$ cat src/rtl/reg_file_master.sv
// rtl/reg_file_master.sv - burst command master driving a simple register file port
// Write bursts stream wdat beats straight to the file; read bursts fetch one word per beat.

module reg_file_master #(
  parameter int WIDTH = 16,
  parameter int DEPTH = 8,
  parameter int ADDR  = 3
) (
  input  logic             clk,
  input  logic             rst,
  input  logic             cmd_valid,
  output logic             cmd_ready,
  input  logic             cmd_op,
  input  logic [ADDR-1:0]  cmd_addr,
  input  logic [ADDR-1:0]  cmd_len,
  input  logic             wdat_valid,
  output logic             wdat_ready,
  input  logic [WIDTH-1:0] wdat_data,
  output logic             rsp_valid,
  input  logic             rsp_ready,
  output logic [WIDTH-1:0] rsp_data,
  output logic             rsp_last,
  output logic [ADDR-1:0]  Address,
  output logic [WIDTH-1:0] WrData,
  output logic             WrEn,
  output logic             RdEn,
  input  logic [WIDTH-1:0] RdData,
  output logic             busy
);

  localparam logic [2:0] S_IDLE = 3'd0;
  localparam logic [2:0] S_WR   = 3'd1;
  localparam logic [2:0] S_RD   = 3'd2;
  localparam logic [2:0] S_RDW  = 3'd3;
  localparam logic [2:0] S_RESP = 3'd4;

  logic [2:0]      state;
  logic [ADDR-1:0] addr;
  logic [ADDR:0]   count;      // remaining beats, one bit wider so 8 beats fit
  logic [ADDR-1:0] addr_next;
  logic            last_beat;

  assign addr_next = (addr == ADDR'(DEPTH - 1)) ? '0 : addr + 1'b1;
  assign last_beat = (count == {{ADDR{1'b0}}, 1'b1});

  // Strobes are gated by rst so nothing reaches the file in the reset cycle itself.
  assign cmd_ready  = (state == S_IDLE) && !rst;
  assign wdat_ready = (state == S_WR) && !rst;
  assign WrEn       = wdat_ready && wdat_valid;
  assign RdEn       = (state == S_RD) && !rst;
  assign Address    = rst ? '0 : addr;
  assign WrData     = wdat_data;
  assign busy       = (state != S_IDLE) && !rst;

  always_ff @(posedge clk) begin
    if (rst) begin
      state     <= S_IDLE;
      addr      <= '0;
      count     <= '0;
      rsp_valid <= 1'b0;
      rsp_data  <= '0;
      rsp_last  <= 1'b0;
    end else begin
      case (state)
        S_IDLE: begin
          if (cmd_valid) begin
            addr  <= cmd_addr;
            count <= {1'b0, cmd_len} + {{ADDR{1'b0}}, 1'b1};
            state <= cmd_op ? S_RD : S_WR;
          end
        end
        S_WR: begin
          if (wdat_valid) begin
            count <= count - 1'b1;
            if (last_beat) state <= S_IDLE;
            else           addr  <= addr_next;
          end
        end
        S_RD: state <= S_RDW;
        S_RDW: begin
          rsp_data  <= RdData;
          rsp_last  <= last_beat;
          rsp_valid <= 1'b1;
          state     <= S_RESP;
        end
        S_RESP: begin
          if (rsp_ready) begin
            rsp_valid <= 1'b0;
            if (last_beat) begin
              state <= S_IDLE;
            end else begin
              count <= count - 1'b1;
              addr  <= addr_next;
              state <= S_RD;
            end
          end
        end
        default: state <= S_IDLE;
      endcase
    end
  end

endmodule

$ cat config.mk
export PLATFORM = sky130hd
export DESIGN_NAME = reg_file_master
export DESIGN_NICKNAME = d
export VERILOG_FILES = /design/src/rtl/reg_file_master.sv
export SDC_FILE = /design/constraint.sdc
export NUM_CORES = 1
export LEC_CHECK = 0
export ABC_AREA = 1
export BUFFER_PORTS_ARGS = -buffer_cell sky130_fd_sc_hd__buf_2
export CAP_MARGIN = 25
export CORE_UTILIZATION = 44
export DETAILED_ROUTE_END_ITERATION = 12
export PLACE_DENSITY = 0.84
export SYNTH_ARGS = -nofsm -noshare
export SYNTH_HDL_FRONTEND = slang
export SYNTH_SLANG_ARGS = --single-unit
$ cat constraint.sdc
create_clock -name clk -period 1.83 [get_ports clk]
set_input_delay 0.0915 -clock clk [delete_from_list [all_inputs] [get_ports clk]]
set_output_delay 0.0915 -clock clk [all_outputs]
set_load 0.005 [all_outputs]
; ---- Word level (Yosys, flattened, before mapping)
; Cells that the tools add are included.
[word_totals]
regBits = 28
output_inout_bits = 42
elab_cells = 55
[classes]
add_sub_neg = 3
n_eq_ne = 11
n_mux = 21
n_reduce_logical = 14
[ops]
columns = cell, count
row1 = $mux 3, 10
row2 = $mux 4, 4
row3 = $pmux 3 s5, 1
row4 = $pmux 4 s3, 1
row5 = $ne 2x2->1 const B, 5
row6 = $pmux 3 s3, 1
row7 = $reduce_and 4->1, 2
row8 = $eq 3x2->1 const B, 2
row9 = $eq 3x3->1 const B, 2
row10 = $reduce_bool 3->1, 2
row11 = $logic_and 1x1->1, 5
row12 = $reduce_and 5->1, 1
row13 = $add 3x1->4 const B, 1
row14 = $eq 4x1->1 const B, 1
row15 = $mux 2, 2
row16 = $sub 4x1->4 const B, 1
row17 = $add 3x1->3 const B, 1
row18 = $eq 3x1->1 const B, 1
row19 = $logic_not 3->1, 1
row20 = $pmux 1 s2, 1
row21 = $reduce_and 2->1, 1
row22 = $reduce_bool 2->1, 1
row23 = $logic_not 1->1, 1
row24 = $mux 1, 1

; ---- Longest topological paths before layout
[logic_depth]
depth_word = 5
mapped_depth = 10
ltp_nobuf = 10

; ---- Least setup slack after synthesis
; No wires, ideal clock.
[synth_path]
path_type = reg-to-reg
start = register state[2]
end = register addr[1]
setup_ns = 0.113
t_arrival_ns = 1.155
path_slack_ns = 0.562
path_stages_with_launch = 10
period_less_slack_ns = 1.268
cell_sequence = dfxtp_1 > buf_6 > nor2_4 > nand2_1 > nand2_4 > nand2_1 > nand2_2 > nand2_1 > nand2_1 > nor2_1
[synth_between]
elab_chain_cells = 3
elab_cells_between_ends = 9
cone_classes = eq/ne: 5 / mux: 1 / reduce/logical: 3
[synth_rtl]
columns = item, line
row1 = from (decl), 37  ; logic [2:0] state;
row2 = from (signal assigned), 69  ; state <= cmd_op ? S_RD : S_WR;
row3 = $eq 3x1->1 (tied with other cells), 64  ; case (state)
row4 = $ne 2x2->1 (no line) or $reduce_bool 3->1 (tied branches), --
row5 = $reduce_and 4->1 (no line), --
row6 = to (signal assigned), 67  ; addr <= cmd_addr;
row7 = to (signal assigned), 76  ; else addr <= addr_next;
row8 = to (signal assigned), 93  ; addr <= addr_next;
row9 = to (decl), 38  ; logic [ADDR-1:0] addr;
; Parallel ways exist; a longest one is shown, timed or not.
; A chain may end at the register's enable or synchronous reset.

; ---- Worst setup path after layout
[layout_path]
start = register state[2]
end = output WrEn
[layout_between]
elab_chain_cells = 3
[layout_rtl]
columns = item, line
row1 = $eq 3x1->1, 48  ; assign wdat_ready = (state == S_WR) && !rst;
row2 = $logic_and 1x1->1, 48
row3 = $logic_and 1x1->1, 49  ; assign WrEn = wdat_ready && wdat_valid;
row4 = to (decl), 25  ; output logic WrEn,
; Every way passes these cells.

==> impl_metrics.py <==
metrics = {
    "outcome": {
        "outcome": "finished, final reports clean",
    },
    "detailed_routing": {
        "via_per_inst": 4.75,
        "ant_nets": 0,
        "drt_wl_total_um": 3410,
        "firstDrtPassIters": 4,
        "wl_per_cell_um": 10.5,
        "drt-initial-drc-count": 53,
        "drc": 0,
        "vias": 1545,
    },
    "power": {
        "switching_share": 0.353,
        "ir_drop_mv": 0.504,
        "powerDensity_mw_per_mm2": 798,
        "power.internal_mw": 0.977,
        "sequentialPowerShare": 0.486,
        "cellLeakagePower_nw": 1.03,
        "p_sw_mw": 0.533,
        "power_frac_comb": 0.348,
        "clock_power_share": 0.166,
    },
    "cts": {
        "clkTransAtPathRegs_ns": 0.15,
        "cts_sinks": 28,
        "ctsRootBufferMaster": "clkbuf_4",
        "numCtsBuffers": 3,
        "worstSkewPairLatency_ns": 0.32,
        "clockBufferDepth": 2,
        "cts_tree": "done",
        "post_cts_buffers": 0,
        "htreeDepth": 1,
    },
    "floorplan": {
        "dieArea_mm2": 0.00376,
        "initial_core_util": 0.461,
        "core-area_mm2": 0.00336,
        "dieWidth_um": 61.3,
        "pin_count": 86,
        "die_height_um": 61.3,
        "rows": 21,
    },
    "global_route": {
        "grt_pass1_vias": 1343,
        "antenna_found_initial": 0,
        "grt_max_degree": 24,
        "grt_remaining_overflow": 0,
        "grt_usage": 0.196,
        "grt_pass1_wl_um": 5530,
    },
    "timing": {
        "timing.fmax_mhz": 625,
        "rsz0062_at_grt": "no",
        "tns_ns": 0,
        "fin_crit_ns": 1.60,
        "fin_ws_ns": 0.230,
        "worstMarginPinSlew_ns": 0.621,
        "drv_slew": 0,
        "hold_viol": 0,
        "hold_slack_ns": 0.00630,
        "relSlewSlack": 0.586,
        "finalClockSkew_ns": 0.00412,
        "setup_viol": 0,
        "period_share": 0.874,
    },
    "worst_setup_path": {
        "crit_path_start_kind": "flip-flop",
        "crit_path_max_fanout": 9,
        "cp_slowest_cell": "dfxtp_1",
        "required_ns": 1.74,
        "worstPathCellList": "nor2_4 > nand2_1 > nor3_1 > buf_2",
        "crit_type": "reg -> out",
        "crit_path_end_kind": "output pin",
        "worst_path_largest_cell_delay_ns": 0.46,
        "arrival_ns": 1.51,
    },
    "yosys": {
        "yosysSeqAreaShare": 0.362,
        "synth_ff_type": "dfxtp_1",
        "synth_cells": 229,
        "yosys_warnings": 0,
        "syn_area_mm2": 0.00155,
        "synth_top_area_frac": 0.362,
        "synthArstFlopShare": 0,
        "ys_seq_elements": 28,
        "ys_types": 24,
        "syn_nets": 278,
        "synth_area_per_cell_um2": 6.76,
        "synthTopCellsByArea": "dfxtp_1 36%, nor2_1 14%, nand2_1 10%, buf_4 8.2%, o21ai_0 6.8%",
        "yosys.area.top_type": "dfxtp_1",
        "synth_edf_count": 0,
    },
    "placement": {
        "port-buffer-count": 53,
        "place_worst_setup_slack_ns": 0.302,
        "place.gp.congestion": 0.881,
        "dp_hpwl_um": 2390,
    },
    "layout": {
        "synthToLayoutAreaGrowth_pct": 22.1,
        "nets": 330,
        "drive_gt1_frac": 0.237,
        "antenna_cells": 0,
        "mostFrequentLayoutCells": "59 x nor2_1, 53 x buf_2, 42 x nand2_1",
        "multi_input_area_um2": 752,
        "mostFrequentLayoutCell": "nor2_1",
        "fillers": 344,
        "regArea_um2": 561,
        "utilization": 0.562,
    },
    "worst_hold_path": {
        "worstHoldPathType": "in -> reg",
    },
    "job": {
        "drv_cap": 0,
    },
}
[area by class of cell]
cell class,instances,area share
Multi-Input combinational cell,159,0.398
Timing Repair Buffer,69,0.224
Tap cell,46,0.0304
Clock buffer,3,0.0119
Sequential cell,28,0.296
Inverter,20,0.0397
[worst max-delay path, delay by kind of cell (launching register included)]
kind,cells,cell delay (ns)
buf+inv,1,0.14
flops,1,0.46
simple gates,3,0.59
[cell families (layout without fill, tap and decap cells)]
logic type / after synthesis / after routing / synth area share
compound gates: 28 / 28 / 0.0905
xor+xnor: 2 / 2 / 0.0113
fa+ha+maj: 5 / 5 / 0.0404
buf+inv: 42 / 92 / 0.153
flops: 28 / 28 / 0.362
simple gates: 124 / 124 / 0.343
[synth_stat cells (all sizes together) (2+ instances only)]
| master | n |
|---|---|
| nand3b | 2 |
| nor2 | 61 |
| ha | 5 |
| a21oi | 7 |
| clkbuf | 3 |
| buf | 19 |
| o21ai | 21 |
| inv | 20 |
| nand3 | 9 |
| nor3 | 4 |
| nand2 | 45 |
| dfxtp | 28 |
[what timing repair did]
item                                   in CTS  in global routing
gates resized for setup                     0                  0
hold buffers                               15                  0
endpoints found under the hold margin      15                  0
[sequential cells by signal, summed over array words and instances (netlist names)]
signal     flops
count          4
rsp_last       1
rsp_valid      1
addr           3
state          3
rsp_data      16
[power groups by stage]
stage / sequential, mW / combinational, mW / clock (mW)
after global placement: 0.745 / 0.490 / 0
after detailed placement: 0.746 / 0.500 / 0
final: 0.733 / 0.525 / 0.251
after floorplan: 0.736 / 0.399 / 0
after global routing: 0.743 / 0.613 / 0.278
after CTS: 0.733 / 0.525 / 0.256
[per-layer routing]
layer / part of all wire / vias up / GRT usage
met5: 0 / - / 0
met4: 0.012 / 0 / 0.0794
met3: 0.085 / 6 / 0.0462
met2: 0.48 / 51 / 0.337
met1: 0.43 / 685 / 0.237
li1: - / 803 / -
[worst paths after layout]
kind | from | endpoint | slack (ns) | cells after the start
min reg2reg | rsp_last | rsp_last | 0.48 | 2
min | RdData[11] | rsp_data[11] | 0.006 | 3
max reg2reg | state[2] | addr[2] | 0.28 | 8
max | state[2] | WrEn | 0.23 | 4
[through the flow]
stage / instances / total power, mW / cell area [um^2]
after floorplan: 229 / 1.13 / 1550
after global placement: 307 / 1.24 / 1720
after detailed placement: 307 / 1.25 / 1720
after CTS: 325 / 1.51 / 1890
after global routing: 325 / 1.63 / 1890
final: 325 / 1.51 / 1890
Note: power is estimated with default switching activity, not from simulation.
